--- config.mk ---
export PLATFORM = sky130hd
export DESIGN_NAME = lzd_reg
export DESIGN_NICKNAME = d
export VERILOG_FILES = /design/src/rtl/lzd_reg.sv
export SDC_FILE = /design/constraint.sdc
export NUM_CORES = 1
export LEC_CHECK = 0
export CAP_MARGIN = 20
export CORE_AREA = 2 2 39 41
export CTS_BUF_LIST = sky130_fd_sc_hd__clkbuf_8
export DETAILED_ROUTE_END_ITERATION = 8
export DIE_AREA = 0 0 41 43
export MAX_ROUTING_LAYER = met4
export PLACE_DENSITY = 0.74
export SYNTH_ARGS = -nofsm -noshare
export SYNTH_HDL_FRONTEND = slang
export SYNTH_SLANG_ARGS = --single-unit
--- constraint.sdc ---
create_clock -name clk -period 1.6 [get_ports clk]
set_input_delay 0.24 -clock clk [delete_from_list [all_inputs] [get_ports clk]]
set_output_delay 0.24 -clock clk [all_outputs]
set_load 0.02 [all_outputs]
--- src/rtl/lzd_reg.sv ---
// lzd_reg: registered leading-zero detector built from a balanced tree of 2-bit LZD leaves.
// Optional macro LZD_INPUT_REG_EN adds an input register stage (latency 2 instead of 1).

module lzd_tree #(
    parameter int N = 16
) (
    input  logic [N-1:0]         a_i,
    output logic                 vld_o,
    output logic [$clog2(N)-1:0] cnt_o
);
    if (N == 2) begin : g_leaf
        assign vld_o = a_i[1] | a_i[0];
        assign cnt_o = ~a_i[1];
    end else begin : g_node
        localparam int H = N / 2;
        logic                 vl, vr;
        logic [$clog2(H)-1:0] cl, cr;

        lzd_tree #(.N(H)) u_hi (.a_i(a_i[N-1:H]), .vld_o(vl), .cnt_o(cl));
        lzd_tree #(.N(H)) u_lo (.a_i(a_i[H-1:0]), .vld_o(vr), .cnt_o(cr));

        // An empty upper half contributes all H of its zeros, hence the leading 1.
        assign vld_o = vl | vr;
        assign cnt_o = vl ? {1'b0, cl} : {1'b1, cr};
    end
endmodule

module lzd_reg #(
    parameter int N = 16
) (
    input  logic                 clk,
    input  logic                 rst,
    input  logic                 in_valid,
    input  logic [N-1:0]         in,
    output logic                 out_valid,
    output logic [$clog2(N)-1:0] out,
    output logic                 zero
);
    localparam int W = $clog2(N);

    logic         scan_vld;
    logic [N-1:0] scan_word;

`ifdef LZD_INPUT_REG_EN
    logic         in_valid_q;
    logic [N-1:0] in_q;

    always_ff @(posedge clk or posedge rst) begin
        if (rst) begin
            in_valid_q <= 1'b0;
            in_q       <= '0;
        end else begin
            in_valid_q <= in_valid;
            in_q       <= in;
        end
    end

    assign scan_vld  = in_valid_q;
    assign scan_word = in_q;
`else
    assign scan_vld  = in_valid;
    assign scan_word = in;
`endif

    logic         tree_vld;
    logic [W-1:0] tree_cnt;

    lzd_tree #(.N(N)) u_tree (.a_i(scan_word), .vld_o(tree_vld), .cnt_o(tree_cnt));

    logic         out_valid_q;
    logic [W-1:0] out_q, out_d;
    logic         zero_q, zero_d;

    // Result registers hold across idle cycles; only the qualifier tracks every cycle.
    always_comb begin
        out_d  = out_q;
        zero_d = zero_q;
        if (scan_vld) begin
            out_d  = tree_cnt;
            zero_d = ~tree_vld;
        end
    end

    always_ff @(posedge clk or posedge rst) begin
        if (rst) begin
            out_valid_q <= 1'b0;
            out_q       <= '0;
            zero_q      <= 1'b0;
        end else begin
            out_valid_q <= scan_vld;
            out_q       <= out_d;
            zero_q      <= zero_d;
        end
    end

    assign out_valid = out_valid_q;
    assign out       = out_q;
    assign zero      = zero_q;
endmodule

==> key figures, run 1 <==
Finish
  – Syn-to-layout area delta: 91.9%
  – Most frequent cells in the layout: clkdlybuf4s50_1, buf_4, inv_1, dfrtp_1, nor2_1
  – Fin util: 0.512
  – Share of layout cells above drive strength 1: 0.182
  – Fill count: 139
  – Final Instance Area: between 700 and 800 µm²
  – Most common cell after layout, fill and taps aside: clkdlybuf4s50_1
  – Antenna diodes: 0
  – Fin cells: 93
  – Nets: 98

CTS
  – Max Root-Sink Buffers: 2
  – Worst skew pair latency: ~220 ps
  – Clock Sinks: 6
  – Hold buffers post-CTS: 0
  – Clk Tree Root Cell: clkbuf_8
  – Post-CTS setup buffers: 0
  – CTS H-tree lvls: 1
  – Clock Pin Slew Worst Setup and Hold Paths: 40 ps
  – TritonCTS clock tree: built
  – CTS resizes: 0
  – Cts bufs inserted: 3

Critical path
  – CP max stage delay: between 400 and 500 ps
  – Arr. time, crit path: roughly 1600 ps
  – Critical path endpoint category: register
  – WP buf/inv: 1
  – Critical Path RT: approximately 1700 ps
  – CP startpoint: in[15]
  – Largest delay share family, worst path: simple AND/OR/NAND/NOR gates
  – CP max FO: 6
  – Crit-path cells: clkdlybuf4s50_1, nor4_1, and3_1, nor4_1, a21oi_2, a21oi_1
  – R2R Path Start: out[3]
  – CP dominant cell by count: nor4_1
  – Critical Path Source Type: primary input
  – Crit-path slowest cell: clkdlybuf4s50_1
  – Type of the worst setup path: primary input to register

Route
  – Vias/cell: between 4 and 5
  – Routed via count: approximately 430
  – Routed Antenna Nets: 0
  – Post-Route WL: 933 µm
  – Post-DR wirelength/cell: around 10 µm
  – DR pass1 iterations: 3
  – Initial drt markers: 2
  – Drt drc: 0

Timing
  – Slew Limit Fails: 0
  – Final worst slack: around 100 ps
  – WHS: between 200 and 250 ps
  – Minimum clock period: roughly 1500 ps
  – Fmax: ~0.67 GHz
  – Fin Clk Skew: 0 ps
  – Setup violators final: 0
  – Worst slew pin tran: 395 ps
  – Slew headroom: 0.734
  – Fin. Hold Viols: 0
  – RSZ-0062 raised after global routing: false
  – Fin crit share: 0.935

GRT
  – Gr ovfl total: 0
  – Initial antenna violation count: 0
  – Vias in the first global route: 420
  – GRT Overall Usage: 0.138
  – First-pass GRT wire length: 1630 µm
  – Largest net degree at the start of global routing: 11

Die
  – Die H: about 43 µm
  – Initial Util: 0.267
  – FP Rows: 14
  – DIE WIDTH: 41 µm
  – Die Area: between 1500 and 2000 µm²
  – Core box area: ~1400 µm²
  – IO Count: 25

Synthesis
  – Number of library cell types mapped by synthesis: 20
  – Syn Nets: between 60 and 70
  – Synth Register Bits: 6
  – Ys Warns: 0
  – Sequential share of the synthesized area: 0.407
  – Post-Synthesis Cell Area: roughly 370 µm²
  – Cell count after synthesis: 45
  – Syn avg cell area: 8.20 µm²

Placed design
  – IO Port Bufs: 24
  – Final HPWL DP: a little under 800 µm
  – Post-Place Cell Area: 667 µm²
  – DP Worst Slack: -111 ps
  – Placer Congestion: roughly 0.79
  – Placed cell count: 90

Power and ir drop
  – Leak Pwr: about 0.00030 µW
  – Maximum VDD drop: between 0.2 and 0.3 mV
  – Pwr Density: between 700 and 800 nW/µm²

Run
  – Max-capacitance violation count: 0

Hold path
  – Hold Crit Class: primary input to asynchronous set/reset pin

Run status
  – Status: complete, no violations
## per-layer routing
metal	up-vias	wire (µm)	track usage
li1	221	-	-
met1	186	400	0.182
met2	18	464	0.178
met3	2	45	0.0157
met4	0	22	0.120
met5	-	0	-
## path summary, 6_finish.rpt
path / slack (ps) / to / cells after the start
max in group asynchronous: 1170 / out_valid / 2
setup reg to reg: 860 / out[3] / 1
hold reg to reg: 490 / out[0] / 2
setup / recovery: 100 / out[1] / 6
hold / removal: 240 / out[0] / 2
min in group clk: 490 / out[0] / 2
## flip-flops by register name, indices dropped and copies added, names as in the netlist
name and flops:
out 4, out_valid 1, zero 1
## Yosys cell counts
cell | instances | area share
dfrtp_1 | 6 | 0.41
inv_1 | 6 | 0.061
nor2_1 | 5 | 0.051
nor4_1 | 4 | 0.068
a21oi_1 | 3 | 0.041
nor3_1 | 3 | 0.041
nand2b_1 | 2 | 0.034
nor2_2 | 2 | 0.034
o211ai_1 | 2 | 0.041
o21ai_0 | 2 | 0.027
a21oi_2 | 1 | 0.024
and3_1 | 1 | 0.017
buf_6 | 1 | 0.031
clkbuf_1 | 1 | 0.010
mux2_2 | 1 | 0.031
nand2_1 | 1 | 0.010
nand3_1 | 1 | 0.014
nand4_1 | 1 | 0.017
o2111ai_1 | 1 | 0.024
or2b_1 | 1 | 0.020
## power by group
part / total, µW / switching, µW / internal [µW] / leakage (µW)
combinational: 118 / 45.1 / 73.3 / 0.000204
clock: 221 / 59.5 / 161 / 0.0000216
sequential: 163 / 3.58 / 160 / 0.0000781
total: 502 / 108 / 394 / 0.000303
## stage by stage
step | setup TNS (ps) | total power (µW)
3_5_place_dp | -246 | 284
2_1_floorplan | 0 | 202
6_report | 0 | 502
4_1_cts | 0 | 511
3_3_place_gp | -153 | 283
5_1_grt | 0 | 531
## layout make-up
cell class | count | area (µm²) | share of cell area
timing repair buffer | 31 | 293 | 0.413
multi-input combinational | 31 | 181 | 0.256
sequential | 6 | 150 | 0.212
clock buffer | 3 | 41.3 | 0.0583
inverter | 6 | 22.5 | 0.0318
tap | 16 | 20.0 | 0.0283
## cell families after synthesis
kind of cell	Yosys count	share of synthesized area
and+or+nand+nor	21	0.305
AOI/OAI and AO/OA	9	0.156
buffers and inverters	8	0.102
DFF	6	0.407
muxes	1	0.0305
No activity file was read; power rests on OpenSTA's default activity.
==> run 2: changes to the inputs <==
ABC_AREA = 1   (was default)
PLACE_DENSITY = 0.77   (was 0.74)
==> key figures, run 2 <==
Finish
  – Fin cells: 107 (was 93)
  – Nets: 112 (was 98)
  – Antenna diodes: 0 (unchanged)
  – Most common cell after layout, fill and taps aside: clkdlybuf4s50_1 (unchanged)
  – Syn-to-layout area delta: 75.5% (was 91.9%)
  – Share of layout cells above drive strength 1: 0.0989 (was 0.182)
  – Most frequent cells in the layout: clkdlybuf4s50_1, nand2_1, inv_1 (was clkdlybuf4s50_1, buf_4, inv_1, dfrtp_1, nor2_1)
  – Fill count: 159 (was 139)
  – Largest register FFs: 4 (unchanged)

GRT
  – Initial antenna violation count: 0 (unchanged)
  – Vias in the first global route: 423 (was 420)
  – GRT Overall Usage: 0.133 (was 0.138)
  – Largest net degree at the start of global routing: 7 (was 11)
  – First-pass GRT wire length: 1540 µm (was 1630 µm)
  – Gr ovfl total: 0 (unchanged)

Critical path
  – CP max stage delay: 600 ps (was 420 ps)
  – Critical Path RT: 1360 ps (was 1700 ps)
  – Crit-path slowest cell: clkdlybuf4s50_1 (unchanged)
  – WP buf/inv: 1 (unchanged)
  – Critical path endpoint category: output pin (was register)
  – Worst R2R Setup Slack: 970 ps (was 860 ps)
  – Type of the worst setup path: register to output pin (was primary input to register)
  – Arr. time, crit path: 1170 ps (was 1600 ps)
  – Critical Path Source Type: register (was primary input)
  – Crit-path cells: clkdlybuf4s50_1 (was clkdlybuf4s50_1, nor4_1, and3_1, nor4_1, a21oi_2, a21oi_1)
  – CP max FO: 2 (was 6)
  – Largest delay share family, worst path: buffers and inverters (was simple AND/OR/NAND/NOR gates)

Synthesis
  – Post-Synthesis Cell Area: 399 µm² (was 369 µm²)
  – Syn Nets: 83 (was 64)
  – Number of library cell types mapped by synthesis: 11 (was 20)
  – Sequential share of the synthesized area: 0.376 (was 0.407)
  – Primary FF master, synth: dfrtp_1 (unchanged)
  – Yosys top cell by area: dfrtp_1 (unchanged)
  – EDFF count, synth: 0 (unchanged)
  – Top post-synthesis cells by count: nand2_1, inv_1, nor2_1 (was dfrtp_1, inv_1, nor2_1)
  – Cell count after synthesis: 64 (was 45)
  – Syn avg cell area: 6.24 µm² (was 8.20 µm²)
  – Synth top area cells: dfrtp_1, nand2_1, inv_1, nor2_2, nor2_1 (was dfrtp_1, nor4_1, inv_1, nor2_1, a21oi_1)
  – Synth Register Bits: 6 (unchanged)
  – Ys async rst share: 1.00 (unchanged)
  – Ys Warns: 0 (unchanged)
  – Synth top area share: 0.376 (was 0.407)
  – Count leader, synth: nand2_1

Die
  – IO Count: 25 (unchanged)
  – Die Area: 1760 µm² (unchanged)
  – DIE WIDTH: 41 µm (unchanged)
  – Core box area: 1380 µm² (unchanged)
  – Initial Util: 0.288 (was 0.267)
  – Die H: 43 µm (unchanged)
  – FP Rows: 14 (unchanged)

CTS
  – CTS resizes: 0 (unchanged)
  – Clk Tree Root Cell: clkbuf_8 (unchanged)
  – TritonCTS clock tree: built (unchanged)
  – Worst skew pair latency: 220 ps (about the same)
  – Hold buffers post-CTS: 0 (unchanged)
  – Cts bufs inserted: 3 (unchanged)
  – Max Root-Sink Buffers: 2 (unchanged)
  – CTS H-tree lvls: 1 (unchanged)
  – Post-CTS setup buffers: 0 (unchanged)
  – Clock Sinks: 6 (unchanged)
  – Clock Pin Slew Worst Setup and Hold Paths: 30 ps (was 40 ps)

Route
  – Initial drt markers: 6 (was 2)
  – Vias/cell: 4.31 (was 4.59)
  – Post-Route WL: 857 µm (was 933 µm)
  – Drt drc: 0 (unchanged)
  – Routed Antenna Nets: 0 (unchanged)
  – DR pass1 iterations: 4 (was 3)
  – Post-DR wirelength/cell: 8.01 µm (was 10.0 µm)
  – Routed via count: 461 (was 427)

Timing
  – Fin Clk Skew: 0 ps (unchanged)
  – Fin. Hold Viols: 0 (unchanged)
  – Minimum clock period: 1410 ps (was 1500 ps)
  – Fin crit share: 0.884 (was 0.935)
  – Setup total negative slack: 0 ps (unchanged)
  – Slew headroom: 0.858 (was 0.734)
  – Setup violators final: 0 (unchanged)
  – WHS: 236 ps (was 240 ps)
  – Worst slew pin tran: 213 ps (was 395 ps)
  – RSZ-0062 raised after global routing: false (unchanged)
  – Final worst slack: 186 ps (was 104 ps)
  – Fmax: 0.707 GHz (was 0.669 GHz)
  – Slew Limit Fails: 0 (unchanged)

Placed design
  – DP Worst Slack: 282 ps (was -111 ps)
  – IO Port Bufs: 24 (unchanged)
  – Final HPWL DP: 753 µm (was 774 µm)
  – Placer Congestion: 0.764 (was 0.788)
  – Placed cell count: 104 (was 90)

Power and ir drop
  – Leak Pwr: 0.000354 µW (was 0.000303 µW)
  – Maximum VDD drop: 0.250 mV (was 0.298 mV)
  – Pwr Density: 718 nW/µm² (was 709 nW/µm²)

Run
  – Max-capacitance violation count: 0 (unchanged)

Run status
  – Status: complete, no violations (unchanged)

Hold path
  – Hold Crit Class: primary input to asynchronous set/reset pin (unchanged)
## run 2: changes by cell type in the layout (fill, tap and decap cells not counted), sizes merged, moves of 2 or more
cell	delta
nor3	-2
inv	+7
nor2	+6
nand3	+3
buf	-7
nand2	+19
o211ai	-2
nand2b	-2
nor4	-4
## run 2: cell families (layout without fill, tap and decap cells)
group	count (synthesis)	in the layout	share of synthesized area
flip-flops	6	6	0.376
AND/OR/NAND/NOR	39	39	0.426
AO/OA/AOI/OAI	6	6	0.0752
buffers and inverters	13	40	0.122
## run 2: layout make-up
class | instances | area, µm² | share of cell area
clock buffers | 3 | 41.3 | 0.0589
inverters | 13 | 48.8 | 0.0696
multi-input cells | 45 | 200 | 0.286
flip-flops and latches | 6 | 150 | 0.214
well taps | 16 | 20.0 | 0.0286
repair buffers | 24 | 240 | 0.343
## run 2: metal layers
metal | wire length [µm] | track usage | part of all wire
met2 | 430 | 0.188 | 0.50
met1 | 359 | 0.156 | 0.42
met4 | 21 | 0.120 | 0.025
met3 | 46 | 0.0157 | 0.054
met5 | 0 | - | 0
## run 2: worst paths after layout
kind / startpoint / to / cells past startpoint
worst max-delay path: out[0] / out[0] / 1
worst min-delay path: rst / out[3] / 2
worst max register to register: out[0] / out[0] / 2
worst min register to register: zero / zero / 2
max in group asynchronous: rst / zero / 2
min in group clk: zero / zero / 2
## run 2: report_power, final
part,switching (µW),internal [µW],leakage (µW)
Clock,61.0,161,0.0000216
Sequential,4.56,161,0.0000777
Combinational,48.5,66.9,0.000254
## run 2: metrics by stage
| stage | util | total power [µW] | cell area, µm² |
|---|---|---|---|
| 2_1_floorplan | - | 212 | 399 |
| 3_3_place_gp | 0.476 | 282 | 659 |
| 3_5_place_dp | 0.476 | 284 | 659 |
| 4_1_cts | 0.506 | 509 | 701 |
| 5_1_grt | 0.506 | 533 | 701 |
| 6_report | 0.506 | 503 | 701 |
==> run 3: changes to the inputs <==
PLACE_DENSITY = 0.87   (was 0.77)
SKIP_CTS_REPAIR_TIMING = 1   (was default)
SYNTH_HIERARCHICAL = 1   (was default)
==> key figures, run 3 <==
Die
  – Initial Util: 0.377 (was 0.288)
  – Die Area: 1760 µm² (unchanged)
  – FP Rows: 14 (unchanged)
  – DIE WIDTH: 41 µm (unchanged)
  – Core box area: 1380 µm² (unchanged)
  – Die H: 43 µm (unchanged)
  – IO Count: 25 (unchanged)

Critical path
  – Crit-path slowest cell: clkdlybuf4s50_1 (unchanged)
  – Critical path endpoint category: register (was output pin)
  – Critical Path Source Type: primary input (was register)
  – FF-to-FF path depth: 2 (unchanged)
  – Worst R2R Setup Slack: 1000 ps (was 970 ps)
  – WP buf/inv: 3 (was 1)
  – CP max stage delay: 410 ps (was 600 ps)
  – Type of the worst setup path: primary input to register (was register to output pin)
  – R2R Path Start: zero (was out[0])
  – Crit-path cells: clkdlybuf4s50_1, inv_2, nand2_2, or2_4, or2_4, or2_1, inv_1, nand2_1, nand2_1 (was clkdlybuf4s50_1)
  – CP max FO: 5 (was 2)
  – Reg2reg end: zero (was out[0])
  – Critical Path RT: 1760 ps (was 1360 ps)
  – Arr. time, crit path: 1680 ps (was 1170 ps)
  – Stages on worst setup path: 9 (was 1)
  – Largest delay share family, worst path: simple AND/OR/NAND/NOR gates (was buffers and inverters)

Run
  – Max-capacitance violation count: 0 (unchanged)

Finish
  – Most frequent cells in the layout: nand2_1, clkdlybuf4s50_1, inv_1 (was clkdlybuf4s50_1, nand2_1, inv_1)
  – Share of layout cells above drive strength 1: 0.195 (was 0.0989)
  – Antenna diodes: 0 (unchanged)
  – Most common cell after layout, fill and taps aside: nand2_1 (was clkdlybuf4s50_1)
  – Fin util: 0.604 (was 0.506)
  – Area of the multi-input gates: 279 µm² (was 200 µm²)
  – Reg area: 150 µm² (unchanged)
  – Fin cells: 139 (was 107)
  – Syn-to-layout area delta: 60.2% (was 75.5%)
  – Largest register FFs: 4 (unchanged)
  – Nets: 144 (was 112)
  – Fill count: 131 (was 159)

Run status
  – Status: complete, no violations (unchanged)

Route
  – Routed via count: 581 (was 461)
  – Initial drt markers: 4 (was 6)
  – Post-Route WL: 962 µm (was 857 µm)
  – Post-DR wirelength/cell: 6.92 µm (was 8.01 µm)
  – Drt drc: 0 (unchanged)
  – DR pass1 iterations: 2 (was 4)
  – Vias/cell: 4.18 (was 4.31)
  – Routed Antenna Nets: 0 (unchanged)

Placed design
  – IO Port Bufs: 24 (unchanged)
  – DP Worst Slack: -165 ps (was 282 ps)
  – Placed cell count: 136 (was 104)
  – Final HPWL DP: 846 µm (was 753 µm)
  – Placer Congestion: 0.709 (was 0.764)

Timing
  – Slew headroom: 0.841 (was 0.858)
  – WHS: 235 ps (was 236 ps)
  – Fin Clk Skew: 0 ps (unchanged)
  – Slew Limit Fails: 0 (unchanged)
  – Fin. Hold Viols: 0 (unchanged)
  – Fmax: 0.658 GHz (was 0.707 GHz)
  – Setup violators final: 0 (unchanged)
  – Minimum clock period: 1520 ps (was 1410 ps)
  – Fin crit share: 0.951 (was 0.884)
  – Worst slew pin tran: 237 ps (was 213 ps)
  – Setup total negative slack: 0 ps (unchanged)
  – Final worst slack: 79.1 ps (was 186 ps)

CTS
  – Worst skew pair latency: 220 ps (about the same)
  – Clock Sinks: 6 (unchanged)
  – Max Root-Sink Buffers: 2 (unchanged)
  – TritonCTS clock tree: built (unchanged)
  – Clk Tree Root Cell: clkbuf_8 (unchanged)
  – CTS H-tree lvls: 1 (unchanged)
  – Cts bufs inserted: 3 (unchanged)
  – Clock Pin Slew Worst Setup and Hold Paths: 30 ps (about the same)

Synthesis
  – Ys Warns: 6 (was 0)
  – EDFF count, synth: 0 (unchanged)
  – Ys async rst share: 1.00 (unchanged)
  – Syn Nets: 114 (was 83)
  – Top post-synthesis cells by count: nand2_1, inv_1, inv_2 (was nand2_1, inv_1, nor2_1)
  – Sequential share of the synthesized area: 0.288 (was 0.376)
  – Count leader, synth: nand2_1 (unchanged)
  – Number of library cell types mapped by synthesis: 6 (was 11)
  – Synth Register Bits: 6 (unchanged)
  – Primary FF master, synth: dfrtp_1 (unchanged)
  – Yosys top cell by area: nand2_1 (was dfrtp_1)
  – Syn avg cell area: 5.49 µm² (was 6.24 µm²)
  – Post-Synthesis Cell Area: 522 µm² (was 399 µm²)
  – Cell count after synthesis: 95 (was 64)
  – Synth top area share: 0.345 (was 0.376)
  – Synth top area cells: nand2_1, dfrtp_1, inv_1, nand2_2, or2_1 (was dfrtp_1, nand2_1, inv_1, nor2_2, nor2_1)

GRT
  – First-pass GRT wire length: 1690 µm (was 1540 µm)
  – Largest net degree at the start of global routing: 8 (was 7)
  – Initial antenna violation count: 0 (unchanged)
  – Vias in the first global route: 533 (was 423)
  – GRT Overall Usage: 0.143 (was 0.133)
  – Gr ovfl total: 0 (unchanged)

Power and ir drop
  – Maximum VDD drop: 0.251 mV (was 0.250 mV)
  – Leak Pwr: 0.000515 µW (was 0.000354 µW)
  – Pwr Density: 621 nW/µm² (was 718 nW/µm²)

Hold path
  – Hold Crit Class: primary input to asynchronous set/reset pin (unchanged)
[run 3: cell count changes after synthesis, sizes merged]
cell   change
nor2      -13
a21oi      -3
o21ai      -3
nand3      -4
nand2     +36
inv       +13
nor3       -1
or2        +6
[run 3: kinds of logic after synthesis]
kind of cell | Yosys count | share of synthesized area
and+or+nand+nor | 63 | 0.525
buffers and inverters | 26 | 0.187
DFF | 6 | 0.288
[run 3: per-layer routing]
metal  wire, µm  GRT usage
met2        528      0.263
met1        345      0.119
met4         23     0.0800
met3         65     0.0314
met5          0          -
[run 3: final cells by class]
cell class,count,area share
clock buffer,3,0.0494
inverter,26,0.117
multi-input combinational,63,0.334
sequential,6,0.180
tap,16,0.0240
timing repair buffer,25,0.296
[run 3: worst max-delay path by stage]
stage	startpoint	end	slack [ps]
after global placement	in[15]	zero	-140
final	in[15]	zero	80
after detailed placement	in[15]	zero	-170
after CTS	in[15]	zero	40
after global routing	in[15]	zero	-1
after floorplan	in[14]	zero	310
[run 3: stage by stage]
stage	instance area (µm²)	power, µW
4_1_cts	831	523
2_1_floorplan	522	228
3_5_place_dp	790	299
3_3_place_gp	790	295
6_report	836	519
5_1_grt	836	548
[run 3: where the power goes]
part | internal [µW] | total (µW) | switching [µW] | leakage, µW
sequential | 160 | 163 | 3.26 | 0.0000787
combinational | 74.4 | 134 | 59.2 | 0.000415
clock | 161 | 222 | 61.3 | 0.0000216
total | 396 | 519 | 124 | 0.000515
==> RTL change, RTL diff (flow settings as in run 3) <==
`N` is set to 16 in 2 places; all go to 8.
--- a/src/rtl/lzd_reg.sv
+++ b/src/rtl/lzd_reg.sv
@@ -4,3 +4,3 @@
 module lzd_tree #(
-    parameter int N = 16
+    parameter int N = 8
 ) (
@@ -28,3 +28,3 @@
 module lzd_reg #(
-    parameter int N = 16
+    parameter int N = 8
 ) (
Interface: changed (resized in and out); port bits go from 25 to 16. No check against the original RTL was run, so the function may have changed too.
==> RTL change against run 3 <==
- final area fell by 37%
- setup slack improved by 0.12 ns
- synthesized cell count fell by 47%
- sequential cell count fell by 1
- synthesized area fell by 40%
- sequential share of layout area rose by 5.8 points
- wire length fell by 43%
- global-route usage fell by 6.4 points
- total power fell by 15%
- critical path type is now reg2out
- critical endpoint is now out[1]
- largest power group unchanged
==> RTL change: results (changes against run 3) <==
* 3 — flip-flop count of the largest register after layout, -1
* 3 — CTS Buf Count, unchanged
* 7 — maximum number of pins on one net before global-route repair, -1
* 161 — fill cell instance count of the final layout, +23%
* 2 — maximum buffer depth of the clock tree, unchanged
* 15 — port bufs, -38%
* 0 — Diodes inserted, unchanged
* sky130_fd_sc_hd__clkdlybuf4s50_1 — CP max stage cell
* sky130_fd_sc_hd__dfrtp_1 — dominant register cell in the synthesized netlist
* sky130_fd_sc_hd__nand2_1 (24), sky130_fd_sc_hd__inv_1 (9), sky130_fd_sc_hd__dfrtp_1 (5), sky130_fd_sc_hd__inv_2 (5), sky130_fd_sc_hd__nand2_2 (4) — leading post-synthesis cells by instance count
* 266 — vias in the first global route, -50%
* 0 — initial antenna violation count, unchanged
* sky130_fd_sc_hd__clkbuf_8 — CTS Root Buffer Type
* 0.3123 nW — Leakage Power, -39%
* 85.82% — Slew Limit Headroom, +1.7 points
* out[1] — worst reg2reg path endpoint
* finished, final reports clean — run status
* 100.0% — async set or reset register ratio after synthesis, unchanged
* sky130_fd_sc_hd__dfrtp_1 (40%), sky130_fd_sc_hd__nand2_1 (29%), sky130_fd_sc_hd__inv_1 (11%), sky130_fd_sc_hd__nand2_2 (8.0%), sky130_fd_sc_hd__inv_2 (6.0%) — biggest area contributors in the synthesized netlist
* 0.22 ns — clk_lat worst skew, about the same
* 6.231 um2 — Mean Syn Cell Area, +13%
* out[1] — FF-to-FF Start
* 0% — Synth Area in Compound Gates, unchanged
* 549 um — sum of routed wire length over all layers, -43%
* 4 — first-pass iteration count of the detailed router, +2
* 317 — detailed-route via count, -45%
* 6 — number of distinct standard cells referenced by the synthesized netlist, unchanged
* 0% — adder-cell share of the synthesized area, unchanged
* 1.16 ns — CP arrival, -0.52 ns
* 2 — maximum net fanout on the critical path, -3
* 0.2453 mV — peak supply drop, -2.4%
* 1 — initial drt markers, -3
* buffers and inverters — Largest delay share family, worst path
* 17.39% — share of final-layout standard cells stronger than drive strength 1, -2.1 points
* 7.930% — overall track demand over capacity in global routing, -6.4 points
* 0 ns — skew final, unchanged
* 6 — Yosys Warn Count, unchanged
* 3.729 — vias per std cell, -11%
* 448.7 um — estimated wirelength of the detail-placed design, -47%
* 61 — net count after synthesis, -46%
* 0% — proportion of synthesized area in mux cells, unchanged
* 1.00 ns — Register-to-Register Setup Slack, about the same
* 81 — # placed instances, -40%
* 862 um — wire length of the first global-routing pass, -49%
* 2 — worst reg-to-reg path cell count, unchanged
* 0% — XOR/XNOR Fraction of Synth Area, unchanged
* in2async — class of the tightest hold or removal check
* 0.6455 — gpl congestion, -8.9%
* 40.16% — sequential cell area fraction in the yosys report, +11 points
* 0.03 ns — register clock-pin slew on the reported worst setup and hold paths, about the same
* 1 — H-tree depth, unchanged
* register — Worst setup SP type
* 0.60 ns — largest stage delay on the critical path, +0.19 ns
* 0 — Antenna Nets Post-Route, unchanged
-- RTL change: changes by cell type in the layout (fill, tap and decap cells not counted), sizes merged --
| cell | run 3 | this run |
|---|---|---|
| nand2 | 56 | 28 |
| inv | 26 | 15 |
| clkdlybuf4s50 | 24 | 15 |
| or2 | 7 | 3 |
| buf | 1 | 0 |
| dfrtp | 6 | 5 |
-- RTL change: worst max-delay path by stage --
stage | slack (ns) | cells past startpoint | end
4_1_cts | 0.19 | 1 | out[0]
6_report | 0.20 | 1 | out[1]
5_1_grt | 0.16 | 1 | out[1]
2_1_floorplan | 0.60 | 7 | zero
3_5_place_dp | 0.12 | 8 | zero
3_3_place_gp | 0.13 | 8 | zero
-- RTL change: report_power, final --
part / total, mW / switching [mW] / internal [mW]
Combinational: 0.0825 / 0.0377 / 0.0448
Clock: 0.221 / 0.0575 / 0.164
Sequential: 0.138 / 0.00335 / 0.135
-- RTL change: layout make-up --
class / instances / area (um2) / area share [%]
timing repair buffer: 15 / 150.1 / 28.50
multi-input combinational: 31 / 133.9 / 25.42
sequential: 5 / 125.1 / 23.75
inverter: 14 / 52.55 / 9.976
clock buffer: 3 / 41.29 / 7.838
tap: 16 / 20.02 / 3.800
clock inverter: 1 / 3.754 / 0.7126
-- RTL change: metrics by stage --
step	power (mW)	cell area, um2	hold WS, ns	utilization, %	setup slack, ns
global placement	0.2207	481.7	0.4462	34.81	0.1320
detailed placement	0.2228	481.7	0.4488	34.81	0.1201
floorplan	0.1774	311.5	0.01852	-	0.6016
global route	0.4619	526.8	0.2433	38.07	0.1613
CTS	0.4522	526.8	0.2234	38.07	0.1934
finish	0.4420	526.8	0.2227	38.07	0.2020
-- RTL change: metal layers --
metal	global-route usage [%]	wire (um)
met1	8.710	233
met2	10.00	265
met3	0	50
met4	12.00	0
met5	-	0
